$ cat config.mk
export PLATFORM = sky130hd
export DESIGN_NAME = iommu_rd_port_arb
export DESIGN_NICKNAME = d
export VERILOG_FILES = /design/src/rtl/iommu_rd_port_arb.sv
export SDC_FILE = /design/constraint.sdc
export NUM_CORES = 1
export LEC_CHECK = 0
export CORE_AREA = 4 4 285 287
export CTS_CLUSTER_DIAMETER = 200
export CTS_CLUSTER_SIZE = 10
export DETAILED_ROUTE_END_ITERATION = 10
export DIE_AREA = 0 0 289 291
export GPL_ROUTABILITY_DRIVEN = 0
export PLACE_DENSITY = 0.47
export SLEW_MARGIN = 15
export SYNTH_ARGS = -nofsm -noshare
export SYNTH_HDL_FRONTEND = slang
export SYNTH_SLANG_ARGS = --single-unit
$ cat constraint.sdc
create_clock -name clk_i -period 9.1 [get_ports clk_i]
set_input_delay 1.82 -clock clk_i [delete_from_list [all_inputs] [get_ports clk_i]]
set_output_delay 1.82 -clock clk_i [all_outputs]
set_load 0.05 [all_outputs]
$ cat src/rtl/iommu_rd_port_arb.sv
// IOMMU read-port arbiter: shares one AXI4 AR/R master among NumReq requesters, AXI ID = requester index.
// Define IOMMU_RD_ARB_FIXPRIO_EN for fixed-priority (lowest index wins) instead of round-robin.
package lint_wrapper;
  localparam int unsigned IdWidth   = 4;
  localparam int unsigned AddrWidth = 64;
  localparam int unsigned DataWidth = 64;

  typedef struct packed {
    logic [IdWidth-1:0]   id;
    logic [AddrWidth-1:0] addr;
    logic [7:0]           len;
    logic [2:0]           size;
    logic [1:0]           burst;
    logic                 lock;
    logic [3:0]           cache;
    logic [2:0]           prot;
    logic [3:0]           qos;
    logic [3:0]           region;
  } ax_chan_t;

  typedef struct packed {
    logic [DataWidth-1:0]   data;
    logic [DataWidth/8-1:0] strb;
    logic                   last;
  } w_chan_t;

  typedef struct packed {
    logic [IdWidth-1:0] id;
    logic [1:0]         resp;
  } b_chan_t;

  typedef struct packed {
    logic [IdWidth-1:0]   id;
    logic [DataWidth-1:0] data;
    logic [1:0]           resp;
    logic                 last;
  } r_chan_t;

  typedef struct packed {
    ax_chan_t aw;
    logic     aw_valid;
    w_chan_t  w;
    logic     w_valid;
    logic     b_ready;
    ax_chan_t ar;
    logic     ar_valid;
    logic     r_ready;
  } req_t;

  typedef struct packed {
    logic    aw_ready;
    logic    ar_ready;
    logic    w_ready;
    logic    b_valid;
    b_chan_t b;
    logic    r_valid;
    r_chan_t r;
  } resp_t;
endpackage

module iommu_rd_port_arb #(
  parameter int unsigned NumReq    = 4,
  parameter int unsigned MaxOutstd = 4
) (
  input  logic                 clk_i,
  input  logic                 rst_i,
  input  logic [NumReq-1:0]    rq_ar_valid_i,
  output logic [NumReq-1:0]    rq_ar_ready_o,
  input  logic [NumReq*64-1:0] rq_ar_addr_i,
  input  logic [NumReq*8-1:0]  rq_ar_len_i,
  input  logic [NumReq*3-1:0]  rq_ar_size_i,
  output logic [NumReq-1:0]    rq_r_valid_o,
  input  logic [NumReq-1:0]    rq_r_ready_i,
  output logic [63:0]          rq_r_data_o,
  output logic [1:0]           rq_r_resp_o,
  output logic                 rq_r_last_o,
  output lint_wrapper::req_t   mem_req_o,
  input  lint_wrapper::resp_t  mem_resp_i,
  output logic                 busy_o,
  output logic                 err_id_o
);
  localparam int unsigned IdxW = (NumReq > 1) ? $clog2(NumReq) : 1;
  localparam int unsigned IdW  = lint_wrapper::IdWidth;

  localparam logic [0:0] IDLE = 1'b0;
  localparam logic [0:0] HOLD = 1'b1;

  logic [0:0]      r_state;
  logic [IdxW-1:0] r_win;
  logic [63:0]     r_addr;
  logic [7:0]      r_len;
  logic [2:0]      r_size;
  logic [3:0]      r_cnt [NumReq];
`ifndef IOMMU_RD_ARB_FIXPRIO_EN
  logic [IdxW-1:0] r_ptr;
`endif

  logic [NumReq-1:0] w_elig;
  logic [NumReq-1:0] w_inc;
  logic [NumReq-1:0] w_dec;
  logic              w_any;
  logic [IdxW-1:0]   w_sel;
  logic              w_map;
  logic              w_r_ready;
  logic              w_r_last_hs;
  logic              w_ar_hs;
  logic              w_dec_err;
  logic              w_cnt_nz;
  logic              w_unused;

  always_comb begin
    for (int unsigned i = 0; i < NumReq; i++) begin
      w_elig[i] = rq_ar_valid_i[i] && (32'(r_cnt[i]) != MaxOutstd);
    end
  end

  // First eligible index scanning upward from the start point, wrapping.
  always_comb begin
    int unsigned idx;
    w_any = 1'b0;
    w_sel = '0;
    idx   = 0;
    for (int unsigned k = 0; k < NumReq; k++) begin
`ifdef IOMMU_RD_ARB_FIXPRIO_EN
      idx = k;
`else
      idx = (32'(r_ptr) + k) % NumReq;
`endif
      if (!w_any && w_elig[IdxW'(idx)]) begin
        w_any = 1'b1;
        w_sel = IdxW'(idx);
      end
    end
  end

  always_comb begin
    rq_ar_ready_o = '0;
    if (r_state == IDLE && w_any) begin
      rq_ar_ready_o[w_sel] = 1'b1;
    end
  end

  // Unmapped IDs are sunk unconditionally so a stray beat cannot stall the port.
  assign w_map = 32'(mem_resp_i.r.id) < NumReq;

  always_comb begin
    rq_r_valid_o = '0;
    w_r_ready    = !w_map;
    for (int unsigned i = 0; i < NumReq; i++) begin
      if (w_map && 32'(mem_resp_i.r.id) == i) begin
        rq_r_valid_o[i] = mem_resp_i.r_valid;
        w_r_ready       = rq_r_ready_i[i];
      end
    end
  end

  assign rq_r_data_o = mem_resp_i.r.data;
  assign rq_r_resp_o = mem_resp_i.r.resp;
  assign rq_r_last_o = mem_resp_i.r.last;

  assign w_ar_hs     = (r_state == HOLD) && mem_resp_i.ar_ready;
  assign w_r_last_hs = mem_resp_i.r_valid && w_r_ready && mem_resp_i.r.last && w_map;

  always_comb begin
    w_dec_err = 1'b0;
    w_cnt_nz  = 1'b0;
    for (int unsigned i = 0; i < NumReq; i++) begin
      w_inc[i] = w_ar_hs && (32'(r_win) == i);
      w_dec[i] = w_r_last_hs && (32'(mem_resp_i.r.id) == i);
      if (w_dec[i] && !w_inc[i] && r_cnt[i] == '0) begin
        w_dec_err = 1'b1;
      end
      if (r_cnt[i] != '0) begin
        w_cnt_nz = 1'b1;
      end
    end
  end

  assign err_id_o = (mem_resp_i.r_valid && !w_map) || w_dec_err;
  assign busy_o   = (r_state == HOLD) || w_cnt_nz;

  always_comb begin
    mem_req_o         = '0;
    mem_req_o.b_ready = 1'b1;
    mem_req_o.r_ready = w_r_ready;
    if (r_state == HOLD) begin
      mem_req_o.ar_valid  = 1'b1;
      mem_req_o.ar.id     = IdW'(r_win);
      mem_req_o.ar.addr   = r_addr;
      mem_req_o.ar.len    = r_len;
      mem_req_o.ar.size   = r_size;
      mem_req_o.ar.burst  = 2'b01;
      mem_req_o.ar.cache  = 4'b0010;
    end
  end

  assign w_unused = ^{mem_resp_i.aw_ready, mem_resp_i.w_ready, mem_resp_i.b_valid, mem_resp_i.b};

  always_ff @(posedge clk_i or posedge rst_i) begin
    if (rst_i) begin
      r_state <= IDLE;
      r_win   <= '0;
      r_addr  <= '0;
      r_len   <= '0;
      r_size  <= '0;
`ifndef IOMMU_RD_ARB_FIXPRIO_EN
      r_ptr   <= '0;
`endif
      for (int unsigned i = 0; i < NumReq; i++) begin
        r_cnt[i] <= '0;
      end
    end else begin
      if (r_state == IDLE) begin
        if (w_any) begin
          r_state <= HOLD;
          r_win   <= w_sel;
          r_addr  <= rq_ar_addr_i[64*w_sel +: 64];
          r_len   <= rq_ar_len_i[8*w_sel +: 8];
          r_size  <= rq_ar_size_i[3*w_sel +: 3];
        end
      end else if (mem_resp_i.ar_ready) begin
        r_state <= IDLE;
`ifndef IOMMU_RD_ARB_FIXPRIO_EN
        r_ptr   <= (32'(r_win) + 32'd1 == NumReq) ? '0 : r_win + IdxW'(1);
`endif
      end
      for (int unsigned i = 0; i < NumReq; i++) begin
        if (w_inc[i] && !w_dec[i]) begin
          r_cnt[i] <= r_cnt[i] + 4'd1;
        end else if (w_dec[i] && !w_inc[i] && r_cnt[i] != '0) begin
          r_cnt[i] <= r_cnt[i] - 4'd1;
        end
      end
    end
  end
endmodule

==> impl_metrics.toml, run 1 <==
[outcome]
status = "completed"

[global_routing]
grt_pass1_vias = 8234
gr-usage-all-layers_pct = 9.15
grt_pass1_wl_mm = 55.6
antenna_found_initial = 1
grt_max_degree = 61
grt-ovfl-total = 0

[logic_synthesis]
yosys_warnings = 0
async_reset_ff_share_pct = 100
synthesis.instances = 970
synth_area_um2 = 9400
netlist_top_cells_area = "dfrtp_1, buf_4, mux2i_1"
post_synth_num_cell_types = 68
ys_seq_area_share_pct = 25.6
synth_top_cell_by_area = "dfrtp_1"
synth_edf_count = 0
ys.flop_type = "dfrtp_1"
syn_area_per_cell_um2 = 9.69
ys_ff_latch = 96
synth_top_area_share_pct = 25.6

[floorplanning]
ios = 741
start_util_pct = 12.0
dieHeight_um = 291
core_area_um2 = 78600
die_area_um2 = 84100
rows = 103
die_x_um = 289

[place]
port_buffers = 408
placed_area_um2 = 13300
hpwl_mm = 32.4
dp_slack_ns = 2.44

[routing]
routed_via_density = 3.33
dr.pass1.iters = 5
drtAntennaViolNets = 0
vias = 7761
drc = 0
wl_per_cell_um = 17.5
routed_wirelength_mm = 40.8
initialDrtViolationCount = 259

[timing]
max_slew_margin_pct = 30.6
fmaxAchievable_mhz = 152
finalHoldViolCount = 0
setup_viol = 0
setup-tns-final_ns = 0
period_minus_slack_ns = 6.58
slew_viol_final = 0
skew_ns = 0.0166
period_share_pct = 72.3
tightest_slew_ns = 1.04
rsz0062_at_grt = "false"
finalWorstSetupSlack_ns = 2.52

[pwr]
vdd_drop_max_mv = 0.119
p_per_area_nw_per_um2 = 282
p_leak_nw = 5.39

[final_layout]
fin_area_um2 = 13600
syn2layout_area_growth_pct = 44.3
fin_nets = 1685
num_antenna_cells = 0
final_cell_mix = "clkdlybuf4s50_1, conb_1, mux2i_1"
final.fill_count = 8773
final_common_cell = "clkdlybuf4s50_1"
drive_gt1_share_pct = 9.28

[worst_hold_path]
worstHoldPathType = "flop to flop"

[critical_path]
cp-start-kind = "input pin"
worst-setup-path-type = "input pin to output port"
worstPathMaxFanout = 45
critPathRequiredTime_ns = 7.28
cp-end-kind = "output port"
arrival_ns = 4.76

[clocking]
cts_tree = "done"
clk-insertion-delay-late_ns = 0.39
h-tree-depth = 3
cts_sinks = 96
cts_buffer_depth = 2
cts-root-buf = "clkbuf_16"
cts_made_buffers = 9
post_cts_buffers = 0
clkTransAtPathRegs_ns = 0.07
cts_resized = 0
ctsHoldBuffers = 0

[job]
max_cap_viol_count = 0
## through the flow
stage	utilization, %	total power [mW]	hold slack (ns)	instances
final	17.2	3.83	0.479	2332
after global routing	17.2	4.09	0.507	2332
after CTS	17.2	3.92	0.482	2332
after detailed placement	16.9	3.45	0.466	2316
after global placement	16.9	3.41	0.458	2316
after floorplan	-	2.80	0.449	1159
## flip-flops by register name (all words and copies together), names as in the netlist
register,cells
r_win,2
r_cnt,16
r_len,8
r_state,1
r_size,3
r_ptr,2
r_addr,64
## power by group
| part | total [mW] | switching (mW) | internal (mW) |
|---|---|---|---|
| registers | 0.791 | 0.156 | 0.635 |
| logic | 2.61 | 1.64 | 0.964 |
| clock network | 0.432 | 0.214 | 0.219 |
## layer usage
layer,part of all wire (%),wire (um),GRT usage [%]
met4,2.9,1180,3.78
met3,7.4,3010,2.17
met1,37,15200,9.62
met2,52,21400,17.3
met5,0,0,0
## synthesized netlist by cell type (all sizes together) (3+ instances only)
library cell / count
buf: 292
o21ai: 21
nor4: 3
a32oi: 3
nand3: 17
o221ai: 60
nor4b: 3
a221o: 16
ha: 12
a22oi: 16
or4b: 3
a21oi: 25
o22a: 16
clkbuf: 25
or3: 3
xnor2: 4
mux2i: 108
dfrtp: 96
nand2b: 4
and2: 82
inv: 10
nand2: 80
nor3: 6
and3: 5
mux2: 8
xor2: 8
fa: 4
a21o: 4
nor2: 10
## path summary, 6_finish.rpt
kind	cells after the start	endpoint	slack (ns)	start
max	8	rq_ar_ready_o[0]	2.52	rq_ar_valid_i[3]
min	2	r_addr[9]	0.48	r_addr[9]
max reg2reg	8	r_addr[12]	4.99	r_cnt[12]
min reg2reg	2	r_addr[9]	0.48	r_addr[9]
max in group asynchronous	3	r_state	5.97	rst_i
min in group asynchronous	2	r_addr[23]	1.88	rst_i
## cell families after synthesis
| kind of cell | after synthesis | synth area share, % |
|---|---|---|
| AOI/OAI and AO/OA | 177 | 18.7 |
| xor gates and xnor gates | 12 | 1.12 |
| adders and majority gates | 16 | 2.45 |
| buffers and inverters | 327 | 26.2 |
| DFF | 96 | 25.6 |
| muxes | 116 | 12.5 |
| other | 2 | 0.0799 |
| and+or+nand+nor | 224 | 13.4 |
## worst max-delay path, stage by stage
cell and delay (ns):
clkdlybuf4s50_1 0.52, inv_1 0.07, o22ai_1 0.41, or3_4 0.24
nor2b_4 0.21, nand2_8 0.34, nor2_1 0.26, clkdlybuf4s50_1 0.86
## area by class of cell
| type | count | area, um^2 | share of cell area [%] |
|---|---|---|---|
| multi-input cells | 736 | 5290 | 39.0 |
| clock inverters | 6 | 75.1 | 0.554 |
| well taps | 1050 | 1310 | 9.69 |
| clock buffers | 10 | 229 | 1.69 |
| repair buffers | 424 | 4200 | 31.0 |
| inverters | 10 | 40.0 | 0.295 |
| flip-flops and latches | 96 | 2400 | 17.7 |
Note: power is estimated with default switching activity, not from simulation.
==> run 2: changes to the inputs <==
PLACE_DENSITY = 0.49   (was 0.47)
clock period = 5.94 ns   (was 9.1 ns; I/O delays follow)
==> impl_metrics.toml, run 2 (synthesized netlist as in run 1, its figures left out) <==
[critical_path]
worstPathMaxFanout = 12
worst-setup-path-type = "input pin to output port"
r2r_cells = 8
cp-start-kind = "input pin"
cpMaxStageDelayCell = "clkdlybuf4s50_1"
cp-end-kind = "output port"
r2r_setup_slack_ns = 2.27
r2r_end = "r_addr[44]"
timing.rr.start = "r_cnt[9]"
timing.critical_path.mode_cell = "clkdlybuf4s50_1"
crit_path_cell_trace = "clkdlybuf4s50_1 > inv_1 > o22ai_1 > or3_4 > nor2b_4 > nand2_8 > nor2_1 > clkdlybuf4s50_1"
critPathRequiredTime_ns = 4.75
arrival_ns = 3.92
critPathMaxStageDelay_ns = 0.95

[clocking]
clkTransAtPathRegs_ns = 0.07
cts_tree = "done"
cts_resized = 0
cts_buffer_depth = 2
cts_made_buffers = 9
cts-root-buf = "clkbuf_16"
h-tree-depth = 3
ctsHoldBuffers = 0
post_cts_buffers = 0
clk-insertion-delay-late_ns = 0.39
cts_sinks = 96

[final_layout]
fin_nets = 1686
final.fill_count = 8797
drive_gt1_share_pct = 9.43
largest_reg_flops = 64
max_flop_register = "r_addr"
fin_util_pct = 17.3
syn2layout_area_growth_pct = 44.5
final_cell_mix = "clkdlybuf4s50_1, conb_1, mux2i_1"
reg_top3 = "r_addr x64, r_cnt x16, r_len x8"
final_common_cell = "clkdlybuf4s50_1"
fin_area_um2 = 13600

[floorplanning]
rows = 103
core_area_um2 = 78600
die_area_um2 = 84100
ios = 741
start_util_pct = 12.0
dieHeight_um = 291
die_x_um = 289

[routing]
routed_via_density = 3.33
wl_per_cell_um = 17.5
initialDrtViolationCount = 318
drc = 0
routed_wirelength_mm = 40.9
drtAntennaViolNets = 0
vias = 7770
dr.pass1.iters = 4

[global_routing]
grt_max_degree = 104
gr-usage-all-layers_pct = 9.11
grt-ovfl-total = 0
grt_pass1_vias = 8328
antenna_found_initial = 5
grt_pass1_wl_mm = 56.0

[pwr]
power_frac_clock_pct = 11.1
switching_share_pct = 53.1
p_sw_mw = 3.12
p_leak_nw = 5.40
vdd_drop_max_mv = 0.210
p_per_area_nw_per_um2 = 432
total_power_mw = 5.87
seq_power_share_pct = 21.0
combinationalPowerShare_pct = 67.9
internal-power_mw = 2.75

[timing]
finalHoldViolCount = 0
setup_viol = 0
fmaxAchievable_mhz = 196
max_slew_margin_pct = 31.6
period_minus_slack_ns = 5.11
period_share_pct = 86.0
setup-tns-final_ns = 0
slew_viol_final = 0
tightest_slew_ns = 1.03
whs_ns = 0.480
skew_ns = 0.0149
rsz0062_at_grt = "false"

[worst_hold_path]
hp-start = "r_addr[6]"
min_path_cells = 2
worstHoldPathType = "flop to flop"
min_to = "r_addr[6]"

[job]
max_cap_viol_count = 0

[place]
placed_area_um2 = 13300
port_buffers = 408
hpwl_mm = 32.4

[outcome]
status = "completed"
[run 2: changes by cell type in the layout (fill, tap and decap cells not counted), sizes merged]
cell      change
bufinv        -1
clkinvlp      -1
clkbuf        -1
diode         +2
clkinv        +3
buf           +1
[run 2: how the worst max path moves through the flow]
stage / start / end / slack (ns) / cells after the start
6_report: rq_ar_valid_i[3] / rq_ar_ready_o[0] / 0.83 / 8
5_1_grt: rq_ar_valid_i[3] / rq_ar_ready_o[0] / 0.66 / 8
4_1_cts: rq_ar_valid_i[3] / rq_ar_ready_o[0] / 0.80 / 8
3_5_place_dp: rq_ar_valid_i[3] / rq_ar_ready_o[0] / 0.80 / 8
3_3_place_gp: rq_ar_valid_i[3] / rq_ar_ready_o[0] / 0.82 / 8
2_1_floorplan: rq_ar_valid_i[0] / rq_ar_ready_o[1] / 1.50 / 7
[run 2: stage by stage]
| step | worst slack, ns | cells |
|---|---|---|
| after floorplan | 1.50 | 1159 |
| after global placement | 0.822 | 2317 |
| after detailed placement | 0.799 | 2317 |
| after CTS | 0.795 | 2333 |
| after global routing | 0.659 | 2334 |
| final | 0.830 | 2335 |
[run 2: critical path, delay by kind of cell]
kind	cells	cell delay, ns
buffers and inverters	3	1.54
AND/OR/NAND/NOR	4	0.79
AO/OA/AOI/OAI	1	0.39
[run 2: cell type report]
type / count / area [um^2] / share of cell area (%)
multi-input combinational: 736 / 5290 / 39.0
timing repair buffer: 425 / 4220 / 31.1
sequential: 96 / 2410 / 17.7
tap: 1050 / 1310 / 9.68
clock buffer: 9 / 225 / 1.66
clock inverter: 7 / 70.1 / 0.516
inverter: 10 / 40.0 / 0.295
antenna: 2 / 5.00 / 0.0369
[run 2: routing by layer]
metal | up-vias | GRT usage (%) | share of wire [%]
met2 | 449 | 15.7 | 48
met5 | - | 0 | 0
met4 | 0 | 3.08 | 2.5
met3 | 56 | 2.82 | 9.7
li1 | 3611 | - | -
met1 | 3654 | 10.7 | 40
[run 2: power by group through the flow]
stage / Clock, mW / Combinational [mW] / Sequential, mW
final: 0.652 / 3.99 / 1.23
after global placement: 0 / 4.02 / 1.23
after CTS: 0.711 / 4.08 / 1.23
after global routing: 0.722 / 4.28 / 1.28
after detailed placement: 0 / 4.06 / 1.24
after floorplan: 0 / 3.16 / 1.13
